$ cat src/rtl/stage3_hart_pc_unit_if.sv
// Fetch handshake and redirect bus between the per-hart PC unit and its neighbours.
// master = PC unit side; slave = fetch/execute/priv side.
interface stage3_hart_pc_unit_if #(
  parameter int NUM_HARTS = 2
);
  localparam int HART_W = (NUM_HARTS > 1) ? $clog2(NUM_HARTS) : 1;

  logic              fetch_valid;
  logic              fetch_ready;
  logic [31:0]       fetch_pc;
  logic [HART_W-1:0] fetch_hart;
  logic              br_valid;
  logic [HART_W-1:0] br_hart;
  logic [31:0]       br_pc;
  logic              trap_valid;
  logic [HART_W-1:0] trap_hart;
  logic [31:0]       trap_pc;

  modport master (
    output fetch_valid, fetch_pc, fetch_hart,
    input  fetch_ready, br_valid, br_hart, br_pc, trap_valid, trap_hart, trap_pc
  );

  modport slave (
    input  fetch_valid, fetch_pc, fetch_hart,
    output fetch_ready, br_valid, br_hart, br_pc, trap_valid, trap_hart, trap_pc
  );
endinterface

$ cat src/rtl/stage3_hart_pc_unit.sv
// Per-hart PC registers with round-robin fetch issue and trap/branch redirects.
// One lane per hart holds the PARKED/ACTIVE FSM and the PC register.
module stage3_hart_pc_lane #(
  parameter logic [31:0] RESET_PC = 32'h8000_0000,
  parameter logic [31:0] PC_INCR  = 32'd4
) (
  input  logic        gclk,
  input  logic        grst_n,
  input  logic        en,
  input  logic        inc,
  input  logic        br_hit,
  input  logic        trap_hit,
  input  logic [31:0] br_pc,
  input  logic [31:0] trap_pc,
  output logic [31:0] pc,
  output logic        active
);
  typedef enum logic {PARKED = 1'b0, ACTIVE = 1'b1} state_t;
  state_t state_q, state_d;

  always_ff @(posedge gclk) begin
    if (!grst_n) state_q <= PARKED;
    else         state_q <= state_d;
  end

  always_comb begin
    state_d = state_q;
    case (state_q)
      PARKED:  if (en)  state_d = ACTIVE;
      ACTIVE:  if (!en) state_d = PARKED;
      default: state_d = PARKED;
    endcase
  end

  always_comb active = (state_q == ACTIVE);

  // trap > branch > sequential; redirects land even while parked
  always_ff @(posedge gclk) begin
    if (!grst_n)       pc <= RESET_PC;
    else if (trap_hit) pc <= {trap_pc[31:2], 2'b00};
    else if (br_hit)   pc <= {br_pc[31:2], 2'b00};
    else if (inc)      pc <= pc + PC_INCR;
  end
endmodule

module stage3_hart_pc_unit #(
  parameter int          NUM_HARTS = 2,
  parameter logic [31:0] RESET_PC  = 32'h8000_0000,
  parameter logic [31:0] PC_INCR   = 32'd4
) (
  input  logic                        CLK,
  input  logic                        nRST,
  input  logic [NUM_HARTS-1:0]        hart_enable,
  stage3_hart_pc_unit_if.master       bus,
  output logic [NUM_HARTS-1:0][31:0]  pc,
  output logic [NUM_HARTS-1:0]        hart_active
);
  localparam int HART_W = (NUM_HARTS > 1) ? $clog2(NUM_HARTS) : 1;

  logic [HART_W-1:0]    rr_ptr, sel;
  logic                 found, accept;
  logic [NUM_HARTS-1:0] elig, br_hit, trap_hit, inc;

  for (genvar h = 0; h < NUM_HARTS; h++) begin : g_hart
    // out-of-range hart ids never match any lane and are thus ignored
    assign trap_hit[h] = bus.trap_valid && (bus.trap_hart == HART_W'(h));
    assign br_hit[h]   = bus.br_valid && (bus.br_hart == HART_W'(h)) && !trap_hit[h];
    assign elig[h]     = hart_active[h] && !br_hit[h] && !trap_hit[h];
    assign inc[h]      = accept && (sel == HART_W'(h));

    stage3_hart_pc_lane #(.RESET_PC(RESET_PC), .PC_INCR(PC_INCR)) u_lane (
      .gclk    (CLK),
      .grst_n  (nRST),
      .en      (hart_enable[h]),
      .inc     (inc[h]),
      .br_hit  (br_hit[h]),
      .trap_hit(trap_hit[h]),
      .br_pc   (bus.br_pc),
      .trap_pc (bus.trap_pc),
      .pc      (pc[h]),
      .active  (hart_active[h])
    );
  end

  // first eligible hart at or after rr_ptr, wrapping; rr_ptr when none
  always_comb begin
    found = 1'b0;
    sel   = rr_ptr;
    for (int i = 0; i < NUM_HARTS; i++) begin
      if (!found && elig[(int'(rr_ptr) + i) % NUM_HARTS]) begin
        found = 1'b1;
        sel   = HART_W'((int'(rr_ptr) + i) % NUM_HARTS);
      end
    end
  end

  assign accept          = found && bus.fetch_ready;
  assign bus.fetch_valid = found;
  assign bus.fetch_hart  = sel;
  assign bus.fetch_pc    = pc[sel];

  always_ff @(posedge CLK) begin
    if (!nRST)       rr_ptr <= '0;
    else if (accept) rr_ptr <= (sel == HART_W'(NUM_HARTS - 1)) ? '0 : sel + 1'b1;
  end
endmodule

$ cat src/flat_wrapper.sv
// flat-port wrapper written by rule: the top's interface ports become plain ports
module stage3_hart_pc_unit_flat 
#(
  parameter int          NUM_HARTS = 2,
  parameter logic [31:0] RESET_PC  = 32'h8000_0000,
  parameter logic [31:0] PC_INCR   = 32'd4
)
  (CLK, nRST, hart_enable, pc, hart_active, bus_fetch_valid, bus_fetch_pc, bus_fetch_hart, bus_fetch_ready, bus_br_valid, bus_br_hart, bus_br_pc, bus_trap_valid, bus_trap_hart, bus_trap_pc);
  stage3_hart_pc_unit_if #(.NUM_HARTS(NUM_HARTS)) bus_i ();
  input  logic CLK;
  input  logic nRST;
  input  logic [NUM_HARTS-1:0] hart_enable;
  output logic [NUM_HARTS-1:0][31:0] pc;
  output logic [NUM_HARTS-1:0] hart_active;
  output wire logic [$bits(bus_i.fetch_valid)-1:0] bus_fetch_valid;
  output wire logic [$bits(bus_i.fetch_pc)-1:0] bus_fetch_pc;
  output wire logic [$bits(bus_i.fetch_hart)-1:0] bus_fetch_hart;
  input wire logic [$bits(bus_i.fetch_ready)-1:0] bus_fetch_ready;
  input wire logic [$bits(bus_i.br_valid)-1:0] bus_br_valid;
  input wire logic [$bits(bus_i.br_hart)-1:0] bus_br_hart;
  input wire logic [$bits(bus_i.br_pc)-1:0] bus_br_pc;
  input wire logic [$bits(bus_i.trap_valid)-1:0] bus_trap_valid;
  input wire logic [$bits(bus_i.trap_hart)-1:0] bus_trap_hart;
  input wire logic [$bits(bus_i.trap_pc)-1:0] bus_trap_pc;
  assign bus_fetch_valid = bus_i.fetch_valid;
  assign bus_fetch_pc = bus_i.fetch_pc;
  assign bus_fetch_hart = bus_i.fetch_hart;
  assign bus_i.fetch_ready = bus_fetch_ready;
  assign bus_i.br_valid = bus_br_valid;
  assign bus_i.br_hart = bus_br_hart;
  assign bus_i.br_pc = bus_br_pc;
  assign bus_i.trap_valid = bus_trap_valid;
  assign bus_i.trap_hart = bus_trap_hart;
  assign bus_i.trap_pc = bus_trap_pc;
  stage3_hart_pc_unit #(.NUM_HARTS(NUM_HARTS), .RESET_PC(RESET_PC), .PC_INCR(PC_INCR)) u_core (.CLK(CLK), .nRST(nRST), .hart_enable(hart_enable), .bus(bus_i), .pc(pc), .hart_active(hart_active));
endmodule
$ cat config.mk
export PLATFORM = sky130hd
export DESIGN_NAME = stage3_hart_pc_unit_flat
export DESIGN_NICKNAME = d
export VERILOG_FILES = /design/src/rtl/stage3_hart_pc_unit_if.sv /design/src/rtl/stage3_hart_pc_unit.sv /design/src/flat_wrapper.sv
export SDC_FILE = /design/constraint.sdc
export NUM_CORES = 1
export LEC_CHECK = 0
export CORE_ASPECT_RATIO = 1.1
export CORE_MARGIN = 4
export CORE_UTILIZATION = 47
export DETAILED_ROUTE_END_ITERATION = 8
export PLACE_DENSITY = 0.86
export SETUP_SLACK_MARGIN = 0.5
export SYNTH_ARGS = -nofsm -noshare
export SYNTH_HDL_FRONTEND = slang
export SYNTH_SLANG_ARGS = --single-unit
$ cat constraint.sdc
create_clock -name CLK -period 2.5 [get_ports CLK]
set_input_delay 0.375 -clock CLK [delete_from_list [all_inputs] [get_ports CLK]]
set_output_delay 0.375 -clock CLK [all_outputs]
set_load 0.05 [all_outputs]
; Word-level counts from Yosys, hierarchy flattened
; Cells that the tools add are included.
[op_classes]
muxes = 19
addsub = 4
shift = 0
n_reduce_logical = 23
multipliers = 0
bitwise = 5
div = 0
order_cmp = 3
eq_ne = 0
[ops]
columns = cell, n
row1 = $mux 32, 8
row2 = $add 32x3->32 const B, 2
row3 = $logic_and 1x1->1, 14
row4 = $mux 1, 11
row5 = $reduce_bool 3->1, 2
row6 = $reduce_or 3->1, 2
row7 = $logic_not 1->1, 5
row8 = $lt 1x2->1 const B, 2
row9 = $not 1->1, 4
row10 = $lt 2x3->1 const B, 1
row11 = $add 1x1->1 const B, 2
row12 = $and 1x1->1 const A, 1
[totals]
inputBits = 73
output_inout_bits = 100
ram_bits = 0
romBits = 0
latch_bits = 0
word_cells = 61
n_memories = 0
register_bits = 67

; Depth between registers and ports, before layout
[logic_depth]
ltp_word = 18
mapped_depth = 8
ltp_nobuf = 6

; Modules after synthesis
; From an unflattened synthesis, not the netlist that was laid out.
[hier_totals]
hier_cells = 714
area_unflattened_um2 = 5465.2
[modules_own_cells]
columns = mod, cells_per_inst, n_inst, area_each_um2, seq_area_each_um2
row1 = stage3_hart_pc_lane, 328, 2, 2386.0, 620.6
row2 = stage3_hart_pc_unit, 58, 1, 693.2, 20.0

; Worst setup path before layout
; No wires, ideal clock.
[synth_timing]
path_type = reg2reg
startpoint = reg u_core.g_hart[1].u_lane.pc[2]
endpoint = reg u_core.g_hart[1].u_lane.pc[30]
slack_ps = 186
path_stages_with_launch = 7
period_less_slack_ps = 2314
setup_ps = 74
arrival_ps = 2240
path_buffers = 0
t_required_ps = 2426
cell_sequence = dfxtp_1 ha_1 inv_1 nor4_4 nand3_1 or4_1 a31oi_1
[synth_via]
elab_chain_len = 4
[synth_rtl]
columns = element, line_no
row1 = "start, declared", stage3_hart_pc_unit.sv:15  ; output logic [31:0] pc,
row2 = "start signal, assigned", stage3_hart_pc_unit.sv:40  ; else if (trap_hit) pc <= {trap_pc[31:2], 2'b00};
row3 = "start signal, assigned", stage3_hart_pc_unit.sv:41  ; else if (br_hit) pc <= {br_pc[31:2], 2'b00};
row4 = "start signal, assigned", stage3_hart_pc_unit.sv:42  ; else if (inc) pc <= pc + PC_INCR;
row5 = $add 32x3->32, stage3_hart_pc_unit.sv:42
row6 = $mux 32, stage3_hart_pc_unit.sv:42
row7 = $mux 32, stage3_hart_pc_unit.sv:41
row8 = $mux 32, stage3_hart_pc_unit.sv:40
; Every way passes these cells. The select of a mux whose other input is x is not followed.
; A chain may end at the register's enable or synchronous reset.

; Worst setup path in the final report
[layout_timing]
startpoint = in bus_br_valid
endpoint = out bus_fetch_pc[21]
[layout_via]
elab_chain_len = 13
elab_cells_between_ends = 21
cone_classes = mux: 9 / reduce/logical: 12
[layout_rtl]
columns = element, line_no
row1 = "start, declared", flat_wrapper.sv:19  ; input wire logic [$bits(bus_i.br_valid)-1:0] bus_br_valid;
row2 = $logic_and 1x1->1 (2 in series), stage3_hart_pc_unit.sv:67  ; assign br_hit[h] = bus.br_valid && (bus.br_hart == HART_W'(h)) && !trap_hit[h];
row3 = $logic_not 1->1, stage3_hart_pc_unit.sv:68  ; assign elig[h] = hart_active[h] && !br_hit[h] && !trap_hit[h];
row4 = $logic_and 1x1->1 (2 in series), stage3_hart_pc_unit.sv:68
row5 = $mux 1 (implied by the code) (2 in series), stage3_hart_pc_unit.sv:90  ; if (!found && elig[(int'(rr_ptr) + i) % NUM_HARTS]) begin
row6 = $mux 1, stage3_hart_pc_unit.sv:90
row7 = $logic_not 1->1, stage3_hart_pc_unit.sv:90
row8 = $logic_and 1x1->1 *, stage3_hart_pc_unit.sv:90
row9 = $mux 1 *, stage3_hart_pc_unit.sv:90
row10 = $mux 32 (implied by the code) * (2 in series), stage3_hart_pc_unit.sv:100  ; assign bus.fetch_pc = pc[sel];
row11 = "end, declared", flat_wrapper.sv:16  ; output wire logic [$bits(bus_i.fetch_pc)-1:0] bus_fetch_pc;
; Mark *: on every way between the ends. The rest lies on a longest branch, timed or not. The select of a mux whose other input is x is not followed.

==> reports/results.ini <==
[worst_setup_path]
end_kind=output pin
startpoint_type=primary input
cp_common_cell=buf_12
crit_arrival_ns=1.96
crit_slowest_cell=maj3_2
crit_type=primary input to output pin
required_ns=2.12
crit_fanout=7
path_cells=buf_8 -> nor2b_4 -> nor2_2 -> nand2_1 -> maj3_2 -> buf_12 -> buf_12 -> mux2_4 -> buf_12
critPathMaxStageDelay_ns=0.35
cp.buffers_inverters=4
crit_family=buffers and inverters

[synth]
synth_top_area_cell=dfxtp_1
ys_seq_elements=63
synth-edff-count=0
yosysSeqAreaShare_pct=25.1
synth_warnings=0
yosys-top-cells-area=dfxtp_1, a21oi_1, mux2_2
synth_ff_type=dfxtp_1
synth_top_area_share_pct=25.1
synth_common_cells=dfxtp_1, nand2_1, a21oi_1, nor2_1, nand3_1
yosysUniqueCellTypes=73
yosysMostFrequentCell=dfxtp_1
synth_cells=647
avgSynthCellArea_um2=7.75
async_flop_share_pct=0
synth.cell_area_um2=5020

[place]
dpl_cell_area_um2=7390
port_buffers=162
place_hpwl_um=18400
gp_congestion=1.04
pre_cts_slack_ns=-0.188
dp.cells=950

[die]
boundaryPins=173
core_um2=10400
die_area_um2=12400
rows=39
fp.dieW_um=107
start_util_pct=48.3
die_h_um=116

[sta]
layout_setup_ws_ns=0.165
final_max_slew_viol_count=0
hold_violations=0
finClkSkew_ns=0.00723
rsz0062_at_grt=yes
tightestPinTransition_ns=0.552
min_period_ns=2.34
relSlewSlack_pct=63.1
fmax_mhz=428
setup_violations=0
fin_crit_sh_pct=93.4

[routing]
first_iter_violations=1047
drtPass1Iterations=6
via_per_inst=7.09
route.detailed.drc=0
wl_per_cell_um=26.4
route.vias.total=6993
drt-total-wl_um=26000
ant_nets=0

[cells_and_area]
fin_area_um2=8060
fin_cells=987
fin_nets=914
syn2layout_area_growth_pct=60.6
drive_gt1_share_pct=27.4
antenna_cells=0

[clock_tree]
clock_latency_ns=0.34
root_buffer=clkbuf_16
clk_pin_slew_worst_paths_ns=0.06
cts_buffers=9
clockBufferDepth=2
cts_hold_buf=0
clkSinkCount=63
htree_levels=3
cts_tree=built

[pwr]
power_mw=4.07
p_per_area_nw_per_um2=506
peakVddDrop_v=0.000339
power.leakage_nw=3.34

[flow_run]
maxCapViolCount=0

[global_routing]
grt_pass1_wl_um=38700
gr-usage-all-layers_pct=40.8
grt_max_degree=37
antenna_found_initial=0
overflow=0
grt_pass1_vias=6811

[min_path]
min-delay-path-class=register to register

[outcome]
status=complete, no violations

==> layout by cell type, fill, tap and decap left out, types with 5 or more instances in the layout <==
cell,Yosys,routed
a211oi_1,16,16
a21oi_1,53,53
a221o_1,5,5
a221oi_1,5,5
a22o_1,11,11
a22oi_1,12,11
a311oi_1,6,6
a31oi_1,21,21
and2_1,9,8
and3_1,12,11
and4_1,8,7
buf_12,0,31
buf_4,8,62
buf_6,0,10
clkbuf_16,0,10
clkdlybuf4s50_1,0,89
conb_1,1,6
dfxtp_1,63,25
dfxtp_2,0,24
dfxtp_4,0,14
dlygate4sd2_1,0,25
dlymetal6s2s_1,0,12
inv_1,6,6
mux2_2,23,7
mux2_4,0,23
nand2_1,55,53
nand2b_1,5,5
nand3_1,35,35
nand4_1,17,17
nor2_1,43,40
nor3_1,22,21
o211a_1,6,6
o211ai_1,9,9
o21ai_0,33,33
o221ai_1,10,10
xor2_1,7,7
==> final cells by class <==
cell class | instances | area, um^2
flip-flops and latches | 63 | 1340
multi-input cells | 523 | 3650
clock inverters | 6 | 61.3
fillers | 742 | 2340
inverters | 7 | 26.3
repair buffers | 235 | 2560
well taps | 143 | 179
clock buffers | 10 | 229
==> worst paths after layout <==
| kind | startpoint | end | slack [ns] | cells past startpoint |
|---|---|---|---|---|
| worst max-delay path | bus_br_valid | bus_fetch_pc[21] | 0.16 | 9 |
| worst min-delay path | u_core.g_hart[1].u_lane.pc[3] | u_core.g_hart[1].u_lane.pc[3] | 0.53 | 2 |
| worst max register to register | u_core.g_hart[0].u_lane.active | u_core.g_hart[1].u_lane.pc[13] | 0.57 | 7 |
| worst min register to register | u_core.g_hart[1].u_lane.pc[3] | u_core.g_hart[1].u_lane.pc[3] | 0.53 | 2 |
==> power by group <==
part | switching [mW] | internal [mW] | total [mW]
clock network | 0.515 | 0.769 | 1.28
logic | 0.905 | 0.644 | 1.55
registers | 0.162 | 1.08 | 1.24
==> worst register-to-register path: cells and delay by family (launching register included) <==
kind	cells	cell delay [ns]
AOI/OAI and AO/OA	3	0.80
DFF	1	0.35
and+or+nand+nor	2	0.29
buffers and inverters	2	0.36
==> repair_timing <==
| action | in CTS | in global routing |
|---|---|---|
| gates resized for setup | 64 | 40 |
| cloned | 2 | 1 |
| setup buffers | 16 | 2 |
| pin swaps | 4 | 6 |
| setup endpoints to repair | 100 | 70 |
==> per-stage QoR <==
step / setup TNS (ns) / utilization (%) / hold slack (ns)
floorplan: 0 / - / 0.491
CTS: 0 / 75.9 / 0.515
detailed placement: -5.40 / 71.1 / 0.510
global placement: -4.62 / 71.1 / 0.496
finish: 0 / 77.5 / 0.534
global route: 0 / 77.5 / 0.554
==> sequential cells by signal (all words and copies together), names as in the netlist <==
register / cells
u_core.g_hart.u_lane.active: 2
u_core.rr_ptr: 1
u_core.g_hart.u_lane.pc: 60
==> layer usage <==
layer	wire (um)	up-vias	part of all wire (%)	track usage, %
li1	-	2907	-	-
met1	8860	3234	34	47.3
met2	11600	697	45	65.6
met3	3620	155	14	11.7
met4	1920	0	7.4	27.9
met5	0	-	0	0
==> logic make-up (layout without fill, tap and decap cells) <==
family / Yosys count / count (layout) / share of synthesized area [%]
simple gates: 241 / 241 / 26.6
compound gates: 228 / 228 / 32.0
buf+inv: 66 / 258 / 6.06
flops: 63 / 63 / 25.1
mux: 34 / 34 / 7.53
xor+xnor: 11 / 11 / 1.92
fa+ha+maj: 3 / 3 / 0.723
other cells: 1 / 6 / 0.0748
Power figures use the tool's default switching activity.
